`src/rtl/registers.sv`:
```
// 32 x 32 MIPS general-purpose register file: two decode read ports with
// write-through bypass, one write-back write port, and a debug read port.
module registers #(
  parameter int DATA_W = 32,
  parameter int ADDR_W = 5
) (
  input  logic              i_clk,
  input  logic              i_rst,
  input  logic [ADDR_W-1:0] i_rs_sel,
  input  logic [ADDR_W-1:0] i_rt_sel,
  input  logic [ADDR_W-1:0] i_rd_sel,
  input  logic              i_wr_en,
  input  logic [DATA_W-1:0] i_wr_data,
  input  logic [ADDR_W-1:0] i_dbg_sel,
  output logic [DATA_W-1:0] o_rs_data,
  output logic [DATA_W-1:0] o_rt_data,
  output logic [DATA_W-1:0] o_dbg_data
);

  localparam int DEPTH = 2 ** ADDR_W;

  logic [DATA_W-1:0] regs [DEPTH];
  logic              wr_live;

  // A write is only real when out of reset and not aimed at the zero register.
  assign wr_live = i_rst && i_wr_en && (i_rd_sel != '0);

  always_ff @(posedge i_clk or negedge i_rst) begin
    if (!i_rst) begin
      for (int i = 0; i < DEPTH; i++) begin
        regs[i] <= '0;
      end
    end else if (wr_live) begin
      regs[i_rd_sel] <= i_wr_data;
    end
  end

  function automatic logic [DATA_W-1:0] read_port(
    input logic [ADDR_W-1:0] sel,
    input logic              bypass_ok
  );
    logic [DATA_W-1:0] val;
    val = regs[sel];
    if (sel == '0) begin
      val = '0;
    end else if (bypass_ok && wr_live && (sel == i_rd_sel)) begin
      val = i_wr_data;
    end
    return val;
  endfunction

  // Decode ports forward same-cycle write-back data; debug sees storage only.
  always_comb begin
    o_rs_data  = read_port(i_rs_sel, 1'b1);
    o_rt_data  = read_port(i_rt_sel, 1'b1);
    o_dbg_data = read_port(i_dbg_sel, 1'b0);
  end

endmodule

```
`config.mk`:
```
export PLATFORM = sky130hd
export DESIGN_NAME = registers
export DESIGN_NICKNAME = d
export VERILOG_FILES = /design/src/rtl/registers.sv
export SDC_FILE = /design/constraint.sdc
export NUM_CORES = 2
export LEC_CHECK = 0
export BUFFER_PORTS_ARGS = -buffer_cell sky130_fd_sc_hd__buf_2
export CAP_MARGIN = 20
export CORE_MARGIN = 2
export CORE_UTILIZATION = 55
export DETAILED_ROUTE_END_ITERATION = 16
export GPL_TIMING_DRIVEN = 0
export PLACE_DENSITY = 0.76
export SLEW_MARGIN = 20
export SYNTH_ARGS = -nofsm -noshare
export SYNTH_HDL_FRONTEND = slang
export SYNTH_SLANG_ARGS = --single-unit
```
`constraint.sdc`:
```
create_clock -name i_clk -period 4.9 [get_ports i_clk]
set_clock_uncertainty 0.15 [all_clocks]
set_input_delay 0.245 -clock i_clk [delete_from_list [all_inputs] [get_ports i_clk]]
set_output_delay 0.245 -clock i_clk [all_outputs]
set_load 0.05 [all_outputs]
```
Word-level counts from Yosys, hierarchy flattened
Cells that the tools add are included.
{"block": "totals", "ramBits": 0, "input_bits": 55, "memories": 0, "romBits": 0, "latch_bits": 0, "output_inout_bits": 96, "regBits": 1024, "elab_cells": 69}
{"block": "op_classes", "shift": 0, "magnitude_cmp": 5, "reduce_logical": 9, "n_bitwise": 4, "n_addsub": 0, "eq_ne": 2, "muxes": 17, "n_div": 0, "multipliers": 0}
{"cell": "1024-bit bitwise mux", "n": 1}
{"cell": "32-bit binary-select mux with 5-bit select", "n": 3}
{"cell": "32-bit 2-to-1 mux", "n": 12}
{"cell": "32-bit demux with 5-bit select", "n": 1}
{"cell": "6-bit >= comparator (second input constant)", "n": 4}
{"cell": "5-bit NOT with 6-bit output", "n": 4}
{"cell": "5-bit zero test", "n": 3}
{"cell": "5-bit equality test", "n": 2}
{"cell": "6-bit by 1-bit less-than comparator with 1-bit output (second input constant)", "n": 1}
{"cell": "1-bit logical AND", "n": 5}
{"cell": "5-bit nonzero test", "n": 1}

Logic depth before layout (Yosys ltp)
{"block": "logic_depth", "word_depth": 6, "mapped_depth": 11, "depth_no_buf": 6}

Worst setup path before layout
No wires, ideal clock.
{"block": "synth_path", "path_kind": "input-to-output", "startpoint": "in i_rd_sel[0]", "endpoint": "out o_rt_data[0]", "slack_ns": 1.842, "stages": 9, "path_buffers": 4, "arrival_time_ns": 2.663, "t_required_ns": 4.505, "path_cell_list": "buf_4 or2_2 buf_6 o21bai_4 or4_4 buf_6 clkbuf_1 nor2_1 nor3_1"}
{"block": "synth_via", "elab_chain_cells": 5, "elab_cells_between_ends": 6, "cone_classes": "eq/ne (1); mux (2); reduce/logical (3)"}
{"element": "from (decl)", "line_no": "11", "text": "input logic [ADDR_W-1:0] i_rd_sel,"}
{"element": "5-bit nonzero test", "line_no": "26", "text": "assign wr_live = i_rst && i_wr_en && (i_rd_sel != '0);"}
{"element": "1-bit logical AND", "line_no": "26"}
{"element": "1-bit logical AND (*)", "line_no": "46", "text": "end else if (bypass_ok && wr_live && (sel == i_rd_sel)) begin"}
{"element": "32-bit 2-to-1 mux (*)", "line_no": "46"}
{"element": "32-bit 2-to-1 mux (*)", "line_no": "44", "text": "if (sel == '0) begin"}
{"element": "to (decl)", "line_no": "16", "text": "output logic [DATA_W-1:0] o_rt_data,"}
Every way passes the cells marked *; elsewhere a longest branch is shown, timed or not.

Final worst setup path
{"block": "layout_path", "startpoint": "in i_rt_sel[1]", "endpoint": "out o_rt_data[12]"}
{"block": "layout_via", "elab_chain_cells": 6, "elab_cells_between_ends": 9, "cone_classes": "eq/ne (1); mux (5); bitwise (1); reduce/logical (2)"}
{"element": "from (decl)", "line_no": "10", "text": "input logic [ADDR_W-1:0] i_rt_sel,"}
{"element": "5-bit NOT with 6-bit output (implied by the code)", "line_no": "43", "text": "val = regs[sel];"}
{"element": "32-bit binary-select mux with 5-bit select", "line_no": "43"}
{"element": "32-bit 2-to-1 mux (implied by the code) (2 in a row)", "line_no": "43"}
{"element": "32-bit 2-to-1 mux", "line_no": "46"}
{"element": "32-bit 2-to-1 mux (*)", "line_no": "44"}
Every way passes the cells marked *; elsewhere a longest branch is shown, timed or not. The select of a mux whose other input is x is not followed.

==> flow_results.xml <==
<?xml version="1.0" encoding="UTF-8"?>
<metrics>
  <group name="final_layout">
    <metric name="final_net_count" unit="">4828</metric>
    <metric name="largest_register_ffs" unit="">1024</metric>
    <metric name="layout.cells.most_common" unit="">dfrtp_1</metric>
    <metric name="max_flop_register" unit="">regs</metric>
    <metric name="layout_common_cells" unit="">dfrtp_1, mux2_2, mux4_2, mux2i_1, buf_2</metric>
    <metric name="utilization_after_layout" unit="%">62.2</metric>
    <metric name="layout-drive-gt1-share" unit="%">47.8</metric>
    <metric name="syn_to_final_growth" unit="%">12.6</metric>
    <metric name="reg_top3" unit="">regs: 1024 flops</metric>
  </group>
  <group name="worst_setup_path">
    <metric name="regToRegStartpoint" unit="">regs[393]</metric>
    <metric name="r2r.worst_path.cells" unit="">1</metric>
    <metric name="cp.arrival" unit="ps">4700</metric>
    <metric name="critPathKind" unit="">input pin to primary output</metric>
    <metric name="timing.rr.end" unit="">regs[393]</metric>
    <metric name="start_kind" unit="">input pin</metric>
    <metric name="critical_path_required" unit="ps">4510</metric>
    <metric name="worst_setup_path_end_kind" unit="">primary output</metric>
    <metric name="cp_max_fo" unit="">11</metric>
    <metric name="r2r_setup_slack" unit="ps">3840</metric>
  </group>
  <group name="cts">
    <metric name="cts-buffers-inserted" unit="">112</metric>
    <metric name="cts_htree_levels" unit="">3</metric>
    <metric name="clk_latency" unit="ps">780</metric>
    <metric name="clockRootBuffer" unit="">clkbuf_16</metric>
    <metric name="tritoncts_num_sinks" unit="">1024</metric>
    <metric name="cts_max_path_buffers" unit="">3</metric>
    <metric name="tritoncts" unit="">yes</metric>
    <metric name="clk_pin_slew_worst_paths" unit="ps">70</metric>
  </group>
  <group name="yosys">
    <metric name="number_of_enable_flip_flop_cells_after_synthesis" unit="">0</metric>
    <metric name="yosys_reg_bits" unit="">1024</metric>
    <metric name="synth.cell_area" unit="mm²">0.0630</metric>
    <metric name="synth_top_cells_by_area" unit="">dfrtp_1, mux4_2, mux2_2, mux2i_1, clkbuf_1</metric>
    <metric name="synthesis.nets" unit="">4502</metric>
    <metric name="syn-mean-instance-area" unit="µm²">14.2</metric>
    <metric name="area_share_of_the_largest_cell_type_after_synthesis" unit="%">40.7</metric>
    <metric name="synth_cells" unit="">4447</metric>
    <metric name="yosys.area.top_type" unit="">dfrtp_1</metric>
    <metric name="synth_async_sr_flop_share" unit="%">100</metric>
    <metric name="top_reg_cell_synth" unit="">dfrtp_1</metric>
    <metric name="yosysUniqueCellTypes" unit="">62</metric>
    <metric name="yosysSeqAreaShare" unit="%">40.7</metric>
    <metric name="synth.yosys.warnings" unit="">0</metric>
  </group>
  <group name="global_route">
    <metric name="maximum_number_of_pins_on_one_net_before_global_route_repair" unit="">132</metric>
    <metric name="first_pass_grt_wire_length" unit="µm">422000</metric>
    <metric name="grt.total_usage" unit="%">54.2</metric>
    <metric name="number_of_global_route_vias_before_repair" unit="">48200</metric>
    <metric name="antenna_found_initial" unit="">32</metric>
    <metric name="grt-ovfl-total" unit="">0</metric>
  </group>
  <group name="timing">
    <metric name="slew_worst_pin" unit="ps">1420</metric>
    <metric name="final-setup-viol-count" unit="">4</metric>
    <metric name="max-slew-margin-rel" unit="%">5.36</metric>
    <metric name="fmaxAchievable" unit="MHz">196</metric>
    <metric name="final.hold.worst_slack" unit="ps">106</metric>
    <metric name="grt_setup_unrepaired" unit="">false</metric>
    <metric name="finalCriticalPeriod" unit="ps">5090</metric>
    <metric name="worst_slack" unit="ps">-193</metric>
    <metric name="layout_worst_path_cycle_share" unit="%">104</metric>
    <metric name="slew_viol_final" unit="">0</metric>
    <metric name="final_hold_vio_count" unit="">0</metric>
  </group>
  <group name="power_and_ir_drop">
    <metric name="sw_frac_of_total" unit="%">33.8</metric>
    <metric name="p_switching" unit="µW">8940</metric>
    <metric name="pwr-share-comb" unit="%">25.0</metric>
    <metric name="internal_power" unit="µW">17500</metric>
    <metric name="ir_worst_vdd" unit="V">0.000324</metric>
    <metric name="power.sequential.fraction" unit="%">40.5</metric>
    <metric name="proportion_of_power_drawn_by_the_clock_network" unit="%">34.5</metric>
    <metric name="power_density" unit="mW/mm²">373</metric>
    <metric name="leakagePower" unit="µW">0.0310</metric>
  </group>
  <group name="detailed_routing">
    <metric name="drt_pass1_iterations" unit="">8</metric>
    <metric name="route.final.wire_length" unit="µm">319000</metric>
    <metric name="route.detailed.vias_per_inst" unit="">8.07</metric>
    <metric name="routed-via-count" unit="">51700</metric>
    <metric name="wire_per_inst" unit="µm">49.8</metric>
    <metric name="initialDrtViolationCount" unit="">10200</metric>
    <metric name="final_antenna_net_count" unit="">0</metric>
    <metric name="route.detailed.drc" unit="">0</metric>
  </group>
  <group name="worst_hold_path">
    <metric name="min_path_cells" unit="">4</metric>
    <metric name="hold_path_end" unit="">regs[982]</metric>
    <metric name="hp-start" unit="">i_rd_sel[1]</metric>
    <metric name="hp-class" unit="">input pin to register</metric>
  </group>
  <group name="floorplanning">
    <metric name="io_pins" unit="">151</metric>
    <metric name="chipHeight" unit="µm">343</metric>
    <metric name="area_of_the_placeable_core" unit="mm²">0.114</metric>
    <metric name="num_rows" unit="">124</metric>
    <metric name="dieArea" unit="mm²">0.117</metric>
    <metric name="die_width" unit="µm">343</metric>
    <metric name="initial_utilization" unit="%">55.3</metric>
  </group>
  <group name="outcome">
    <metric name="outcome" unit="">finished, violations left</metric>
    <metric name="violations_in_the_final_reports" unit="">negative setup slack</metric>
  </group>
  <group name="placement">
    <metric name="port_buffers" unit="">137</metric>
    <metric name="finalWeightedCongestion" unit="">1.06</metric>
    <metric name="dp.final_hpwl" unit="µm">231000</metric>
  </group>
  <group name="job">
    <metric name="max-cap-violations" unit="">0</metric>
  </group>
</metrics>
-- worst max-delay path: stages --
cell and delay (ps):
buf_2 140, buf_2 590, buf_2 570, buf_2 730, nor2_1 450, a22oi_1 780, nand3_1 170, nor3_2 620
nor3_1 120, buf_2 240
-- cell families (layout without fill, tap and decap cells) --
family	after synthesis	count (layout)	synth area share, %
buffers and inverters	565	987	4.11
muxes	1989	1989	46.9
xor gates and xnor gates	10	10	0.139
other	0	24	0
AOI/OAI and AO/OA	495	495	5.63
DFF	1024	1024	40.7
and+or+nand+nor	364	364	2.61
-- cells in the mapped netlist, drive strengths merged (52+ instances only) --
master,count
mux2i,322
a21oi,52
mux2,998
nor2,89
buf,244
o22ai,61
a22oi,117
dfrtp,1024
clkbuf,284
mux4,669
o21ai,75
nand2,153
-- power by group through the flow --
stage	Sequential [µW]	Combinational, µW	Clock [µW]
global placement	10700	5950	0
finish	10700	6610	9140
floorplan	10300	3960	0
detailed placement	10800	6100	0
CTS	10600	6190	9010
global route	10800	6590	9320
-- per-layer routing --
metal | up-vias | share of wire [%] | GRT usage, %
met5 | - | 0.37 | 4.33
met1 | 26400 | 33 | 65.3
met4 | 42 | 9.0 | 37.2
met2 | 5564 | 38 | 68.8
li1 | 18200 | - | -
met3 | 1476 | 19 | 36.2
-- worst max path at each step --
stage                     start            end  slack [ps]
finish              i_rt_sel[1]  o_rt_data[12]        -190
global route        i_rt_sel[1]  o_rt_data[12]          50
CTS                       i_rst  o_rt_data[10]         170
detailed placement        i_rst  o_rt_data[31]        -880
global placement          i_rst      regs[885]      -19240
floorplan           i_rd_sel[0]   o_rt_data[0]        1840
-- repair_timing --
| action | 4_1_cts | 5_1_grt |
|---|---|---|
| endpoints found under the setup margin | 59 | 3 |
| setup buffers | 3 | 0 |
| hold buffers | 47 | 0 |
| pin swaps | 1 | 0 |
| endpoints found under the hold margin | 510 | 0 |
| gates cloned | 1 | 0 |
| gates resized for setup | 5 | 3 |
-- stage by stage --
step / TNS, ps / power [µW] / cells / instance area [µm²] / setup WS, ps
finish: -498 / 26500 / 6405 / 70900 / -193
global route: 0 / 26700 / 6384 / 70900 / 47.3
CTS: 0 / 25800 / 6380 / 70900 / 169
detailed placement: -33950 / 16900 / 6119 / 66300 / -880
global placement: - / 16600 / 6096 / 65600 / -19240
floorplan: 0 / 14300 / 4447 / 63000 / 1840
-- area by class of cell --
type / count / area [µm²]
antenna: 24 / 60.1
clock buffer: 167 / 3330
sequential: 1024 / 25600
fill: 8671 / 43100
multi-input combinational: 2858 / 34900
buffer: 528 / 2530
clock inverter: 43 / 519
tap: 1512 / 1890
inverter: 37 / 139
timing repair buffer: 212 / 1990
Power figures use the tool's default switching activity.
